<file path="config.mk">
export PLATFORM = sky130hd
export DESIGN_NAME = mem_arbiter
export DESIGN_NICKNAME = d
export VERILOG_FILES = /design/src/rtl/mem_arbiter_pkg.sv /design/src/rtl/mem_arbiter_hold_counter.sv /design/src/rtl/mem_arbiter.sv
export SDC_FILE = /design/constraint.sdc
export NUM_CORES = 1
export LEC_CHECK = 0
export ABC_AREA = 0
export BUFFER_PORTS_ARGS = -buffer_cell sky130_fd_sc_hd__buf_2
export CAP_MARGIN = 20
export CORE_AREA = 4 4 117 119
export CTS_CLUSTER_DIAMETER = 150
export DETAILED_ROUTE_END_ITERATION = 8
export DIE_AREA = 0 0 121 123
export GPL_ROUTABILITY_DRIVEN = 0
export PLACE_DENSITY = 0.61
export SYNTH_ARGS = -nofsm -noshare
export SYNTH_HDL_FRONTEND = slang
export SYNTH_SLANG_ARGS = --single-unit
</file>
<file path="constraint.sdc">
create_clock -name clk -period 2.7 [get_ports clk]
set_input_delay 0.54 -clock clk [delete_from_list [all_inputs] [get_ports clk]]
set_output_delay 0.54 -clock clk [all_outputs]
set_load 0.03 [all_outputs]
</file>
<file path="src/rtl/mem_arbiter_pkg.sv">
// Shared definitions for the memory bus arbiter and the SoC top:
// port index constants, byte-enable type, saturating increment helper.
package mem_arbiter_pkg;

   localparam logic ARB_P0 = 1'b0;
   localparam logic ARB_P1 = 1'b1;

   localparam int HOLD_W = 8;

   typedef logic [3:0] byte_en_t;

   function automatic logic [HOLD_W-1:0] sat_inc(
      input logic [HOLD_W-1:0] v,
      input logic [HOLD_W-1:0] lim
   );
      return (v >= lim) ? lim : v + 8'd1;
   endfunction

endpackage

</file>
<file path="src/rtl/mem_arbiter_hold_counter.sv">
// Saturating count of consecutive grants to one port while the other waits.
// Ports: clk, n_reset, grant/same_port/other_req (this cycle), cnt_q (count).
module mem_arbiter_hold_counter
   import mem_arbiter_pkg::*;
#(
   parameter int MAX_HOLD = 8
) (
   input  logic              clk,
   input  logic              n_reset,
   input  logic              grant,
   input  logic              same_port,
   input  logic              other_req,
   output logic [HOLD_W-1:0] cnt_q
);

   localparam logic [HOLD_W-1:0] LIM = HOLD_W'(MAX_HOLD);

   logic [HOLD_W-1:0] cnt_d;

   // Counting only matters while the other port is kept waiting;
   // a switch of owner restarts the run at one.
   always_comb begin
      cnt_d = '0;
      if (grant && other_req) begin
         cnt_d = same_port ? sat_inc(cnt_q, LIM) : 8'd1;
      end
   end

   always_ff @(posedge clk or negedge n_reset) begin
      if (!n_reset) begin
         cnt_q <= '0;
      end else begin
         cnt_q <= cnt_d;
      end
   end

endmodule

</file>
<file path="src/rtl/mem_arbiter.sv">
// Two-port memory bus arbiter: port 0 = UART debug, port 1 = CPU data.
// Ports: clk, n_reset, m0_*/m1_* requester buses, mem_* shared bus.
// Grant per cycle with lock and starvation limit; reads return the cycle
// after grant. Define MEM_ARBITER_RR_EN for round-robin tie breaking,
// otherwise port 0 wins ties.
module mem_arbiter
   import mem_arbiter_pkg::*;
#(
   parameter int AW       = 32,
   parameter int DW       = 32,
   parameter int MAX_HOLD = 8
) (
   input  logic          clk,
   input  logic          n_reset,
   input  logic          m0_req,
   input  logic          m0_lock,
   input  logic [AW-1:0] m0_adr,
   input  logic [DW-1:0] m0_wdata,
   input  byte_en_t      m0_wren,
   output logic          m0_gnt,
   output logic          m0_rvalid,
   output logic [DW-1:0] m0_rdata,
   input  logic          m1_req,
   input  logic          m1_lock,
   input  logic [AW-1:0] m1_adr,
   input  logic [DW-1:0] m1_wdata,
   input  byte_en_t      m1_wren,
   output logic          m1_gnt,
   output logic          m1_rvalid,
   output logic [DW-1:0] m1_rdata,
   output logic          mem_op,
   output logic [AW-1:0] mem_adr,
   output logic [DW-1:0] mem_di,
   output byte_en_t      mem_wren,
   input  logic [DW-1:0] mem_do
);

   localparam logic [HOLD_W-1:0] LIM = HOLD_W'(MAX_HOLD);

   logic              last_q, last_d;
   logic              lock_q, lock_d;
   logic              rd_pend_q, rd_pend_d;
   logic              rd_port_q, rd_port_d;
   logic [HOLD_W-1:0] hold_q;

   logic [1:0] req;
   logic       other;
   logic       gnt_any;
   logic       sel;

   always_comb begin
      req     = {m1_req, m0_req};
      other   = ~last_q;
      gnt_any = 1'b0;
      sel     = last_q;
      // Grant is gated by reset so the bus idles the instant reset asserts.
      if (n_reset) begin
         if (hold_q == LIM && req[other]) begin
            gnt_any = 1'b1;
            sel     = other;
         end else if (lock_q && req[last_q]) begin
            gnt_any = 1'b1;
            sel     = last_q;
         end else if (req != 2'b00) begin
            gnt_any = 1'b1;
            case (req)
               2'b01:   sel = ARB_P0;
               2'b10:   sel = ARB_P1;
               default: begin
`ifdef MEM_ARBITER_RR_EN
                  sel = ~last_q;
`else
                  sel = ARB_P0;
`endif
               end
            endcase
         end
      end
   end

   assign m0_gnt = gnt_any & (sel == ARB_P0);
   assign m1_gnt = gnt_any & (sel == ARB_P1);
   assign mem_op = gnt_any;

   always_comb begin
      mem_adr  = '0;
      mem_di   = '0;
      mem_wren = '0;
      if (gnt_any) begin
         mem_adr  = sel ? m1_adr   : m0_adr;
         mem_di   = sel ? m1_wdata : m0_wdata;
         mem_wren = sel ? m1_wren  : m0_wren;
      end
   end

   always_comb begin
      last_d    = gnt_any ? sel : last_q;
      lock_d    = gnt_any & (sel ? m1_lock : m0_lock);
      rd_pend_d = gnt_any & (mem_wren == 4'b0000);
      rd_port_d = sel;
   end

   always_ff @(posedge clk or negedge n_reset) begin
      if (!n_reset) begin
         last_q    <= ARB_P1;
         lock_q    <= 1'b0;
         rd_pend_q <= 1'b0;
         rd_port_q <= ARB_P0;
      end else begin
         last_q    <= last_d;
         lock_q    <= lock_d;
         rd_pend_q <= rd_pend_d;
         rd_port_q <= rd_port_d;
      end
   end

   mem_arbiter_hold_counter #(
      .MAX_HOLD (MAX_HOLD)
   ) u_hold (
      .clk       (clk),
      .n_reset   (n_reset),
      .grant     (gnt_any),
      .same_port (sel == last_q),
      .other_req (req[~sel]),
      .cnt_q     (hold_q)
   );

   assign m0_rvalid = rd_pend_q & (rd_port_q == ARB_P0);
   assign m1_rvalid = rd_pend_q & (rd_port_q == ARB_P1);
   assign m0_rdata  = m0_rvalid ? mem_do : '0;
   assign m1_rdata  = m1_rvalid ? mem_do : '0;

endmodule

</file>
After elaboration in Yosys (flattened, before gate mapping). Index checks and enable logic that the tools add are counted. W data, S select, Z words.

Eq/ne operators: 3. Div/mod/pow operators: 0. Add/sub/neg operators: 1. Order comparisons: 4. Multipliers: 0. Bitwise operators: 9. Reductions and logical operators: 5. Muxes and demuxes: 27. Shift-type cells: 0.

Operator list (count): $mux W32 (6); $mux W8 (3); $mux W1 (16); $add A8 B1 Y8 const B (1); $eq A8 B4 Y1 const B (1); $ge A8 B4 Y1 const B (1); $mux W4 (2); $and A1 B1 Y1 (6); $lt A1 B2 Y1 const B (3); $logic_not A4 Y1 (1); $logic_and A1 B1 Y1 (3); $not A1 Y1 (3); $eq A2 B2 Y1 const B (1); $reduce_bool A2 Y1 (1); $eq A1 B1 Y1 (1).

Output and inout port bits: 137. Register bits after elaboration: 12. Latch bits: 0. ROM bits: 0. Memories kept: 0. Memory bits (writable): 0.

Logic depth before layout (Yosys ltp).
Word-level depth: 11. Mapped depth: 9. Gate-level depth less buffers: 7.

Cells and area by module. Synthesis repeated with hierarchy kept, for this count alone.

Cells, all modules: 365. Area, all modules: 2489.9 um^2.

By module, submodules not included: mem_arbiter (cells each 340, instances 1, area each 2173.3 um^2); mem_arbiter_hold_counter (cells each 25, instances 1, area each 316.6 um^2).

Worst setup path after synthesis. Ideal clock, no wire load.

Kind: reg-to-output. Start point: register u_hold.cnt_q[6]. End point: output mem_adr[0]. Required time: 2.160 ns. Path slack: -0.249 ns. Path buffers: 2. Arrival: 2.409 ns. Stages on the path, launching flop included: 7. Cell sequence: dfrtp_1 -> or4_4 -> o311a_1 -> o32a_1 -> buf_4 -> buf_6 -> mux2i_1.

Cells in the longest elaborated chain, start to end: 6. Elaborated cells on any way between the ends: 8. Classes of those cells: eq/ne: 1; mux: 6; reduce/logical: 1.

RTL lines: start, declared (RTL line mem_arbiter_hold_counter.sv:13) `output logic [HOLD_W-1:0] cnt_q`; start signal, assigned (RTL line mem_arbiter_hold_counter.sv:33) `cnt_q <= cnt_d;`; $eq A8 B4 Y1 * (RTL line mem_arbiter.sv:58) `if (hold_q == LIM && req[other]) begin`; $logic_and A1 B1 Y1 * (RTL line mem_arbiter.sv:58); $mux W1 (RTL line mem_arbiter.sv:58); $mux W1 (RTL line mem_arbiter.sv:57) `if (n_reset) begin`; $mux W32 (RTL line mem_arbiter.sv:90) `mem_adr = sel ? m1_adr : m0_adr;`; $mux W32 * (RTL line mem_arbiter.sv:89) `if (gnt_any) begin`; end, declared (RTL line mem_arbiter.sv:32) `output logic [AW-1:0] mem_adr,`.

Every way passes the cells marked *; elsewhere a longest branch is shown, timed or not.

Worst setup path in the final report.
Start point: register u_hold.cnt_q[4]. End point: output mem_di[21].

Cells in the longest elaborated chain, start to end: 6. Elaborated cells on any way between the ends: 8. Classes of those cells: eq/ne: 1; mux: 6; reduce/logical: 1.

RTL lines: $eq A8 B4 Y1 * (RTL line mem_arbiter.sv:58); $logic_and A1 B1 Y1 * (RTL line mem_arbiter.sv:58); $mux W1 (RTL line mem_arbiter.sv:58); $mux W1 (RTL line mem_arbiter.sv:57); $mux W32 (RTL line mem_arbiter.sv:91) `mem_di = sel ? m1_wdata : m0_wdata;`; $mux W32 * (RTL line mem_arbiter.sv:89); end, declared (RTL line mem_arbiter.sv:33) `output logic [DW-1:0] mem_di,`.

Marks and branches as above.

==> results.cfg <==
[run_status]
status = complete, but fails checks
violations = setup timing

[sta]
setup_viol = 70
rsz0062_at_grt = yes
relSlewSlack_pct = 59.25
finClkSkew_ns = 0.007436
tightest_slew_ns = 0.6049
holdWs_ns = 0.3071
worst_slack_ns = -0.3558
fmax_mhz = 327.2
final.min_clock_period_ns = 3.056
hold_viol_final = 0
fin_crit_sh_pct = 113.2
finalSetupTns_ns = -22.36
drv_slew = 0

[cts]
cts_root_buf = clkbuf_16
clkTransAtPathRegs_ns = 0.04
cts_tree = built
hold_buffers = 0
cts.sinks = 12
clkLatencyLatePin_ns = 0.25
numCtsBuffers = 3
clock_path_buffers = 2
h-tree-depth = 1

[routing]
drc = 0
via_count = 3665
ant_nets = 0
viasPerCell = 4.317
drt_wl_total_mm = 13.38
wire_per_inst_um = 15.76
dr.pass1.iters = 4
initialDrtViolationCount = 101

[flow_run]
cap_violations = 0

[place]
dp_hpwl_mm = 10.40
io_buffers = 310

[floorplan]
fp.dieW_um = 121
coreArea_um2 = 12570
rows = 41
io_pins = 311
die_y_um = 123
die_area_um2 = 14880
start_util_pct = 18.65

[synth]
synthFlopType = dfrtp_1
ys_types = 29
synth_top_cell_area_share_pct = 29.90
synth_top_cell_by_area = mux2i_1
syn_avg_cell_area_um2 = 6.601
netlist_area_um2 = 2343
syn_inst = 355
yosysWarnings = 0
ys_ff_latch = 12
yosysMostFrequentCell = nand2_1
async_flop_share_pct = 100.0
synth_common_cells = 141 x nand2_1, 70 x mux2i_1, 35 x and3_1
synth-edff-count = 0
synth_seq_area_share_pct = 12.87
synth_area_leaders = mux2i_1 30%, nand2_1 23%, dfrtp_1 12%

[setup_path]
critPathBufInv = 3
path_max_fanout = 9
slowest_delay_ns = 0.54
slowest_stage = or4_4
worstSetupPathType = reg -> out
cp-start-kind = register
crit_required_ns = 2.16
crit_chain = or4_4 > o311a_1 > o32a_4 > buf_12 > clkbuf_16 > mux2i_4 > buf_6
crit_arrival_ns = 2.52
path_delay_family = compound AO/OA/AOI/OAI gates
end_kind = primary output

[worst_hold_path]
hold_class = in -> async

[global_route]
overflow = 0
grt_pass1_wl_mm = 18.46
antenna_found_initial = 8
grt_max_degree = 93
grt_pass1_vias = 3716
grt_use_total_pct = 15.56

[pwr]
leakage_uw = 0.002999
irDropWorstVdd_mv = 0.1942
power_density_nw_per_um2 = 380.3

[finish]
post-route-util_pct = 46.32
final_layout_size_suffix_gt1_share_pct = 62.35
synthToLayoutAreaGrowth_pct = 148.4
fillCellCount = 1160
fin_nets = 849
multiInputGateArea_um2 = 2704
ff_latch_area_um2 = 301.5
layer usage:
| metal | global-route usage [%] | share of wire (%) |
|---|---|---|
| met4 | 5.382 | 2.0 |
| met2 | 32.03 | 57 |
| met1 | 14.66 | 32 |
| met3 | 3.980 | 9.3 |
| met5 | 0 | 0 |
what timing repair did:
item                       4_1_cts  5_1_grt
setup endpoints to repair       70       70
buffers inserted                 0        8
resized for setup              142        5
pin swaps                        1        1
cloned                           2        9
stage by stage:
stage | worst slack [ns] | power, uW | area, um2 | cells
after floorplan | -0.04099 | 1223 | 3196 | 358
after global placement | -0.1974 | 1510 | 4923 | 821
after detailed placement | -0.2167 | 1522 | 4923 | 821
after CTS | -0.4035 | 2023 | 5507 | 827
after global routing | -0.4049 | 2320 | 5822 | 849
final | -0.3558 | 2214 | 5822 | 849
state kept, by name, summed over array words and instances, names as in the netlist:
name	count
last_q	1
lock_q	1
rd_pend_q	1
rd_port_q	1
u_hold.cnt_q	8
final cells by class:
| cell class | count | share of cell area [%] |
|---|---|---|
| clock buffers | 4 | 1.354 |
| multi-input cells | 308 | 46.44 |
| well taps | 172 | 3.697 |
| repair buffers | 342 | 42.70 |
| diodes | 5 | 0.2149 |
| inverters | 6 | 0.4083 |
| flip-flops and latches | 12 | 5.179 |
power breakdown:
group / switching (uW) / internal, uW
Combinational: 845 / 886
Clock: 80.9 / 199
Sequential: 8.62 / 195
layout by cell type (no fill, tap or decap), types with 2 or more instances in the layout:
cell type	instances
clkbuf_16	10
buf_2	240
mux2i_1	3
diode_2	5
buf_12	4
nor3_1	2
a21oi_1	2
buf_6	69
nand3_1	2
dfrtp_1	11
buf_16	4
a311oi_1	2
nor2_1	2
and3_1	35
inv_1	4
ha_1	2
conb_1	4
and2_1	33
nor4_1	2
nand2_1	141
buf_4	17
mux2i_4	66
worst paths after layout:
kind                                  from  slack, ns  cells past startpoint               to
max                        u_hold.cnt_q[4]      -0.36                      7       mem_di[21]
max in group asynchronous          n_reset       2.25                      2  u_hold.cnt_q[0]
min in group clk                   m1_lock       0.53                      3           lock_q
max reg2reg                u_hold.cnt_q[4]       0.25                      9        rd_pend_q
min reg2reg                u_hold.cnt_q[3]       0.64                      2  u_hold.cnt_q[2]
min                                n_reset       0.31                      2  u_hold.cnt_q[7]
logic make-up after synthesis:
group	Yosys count	synth area share [%]
and+or+nand+nor	221	43.62
muxes	71	30.38
other	1	0.1600
DFF	12	12.87
buffers and inverters	38	8.489
xor gates and xnor gates	1	0.3738
AOI/OAI and AO/OA	9	3.043
adders and majority gates	2	1.068
No activity file was read; power rests on OpenSTA's default activity.
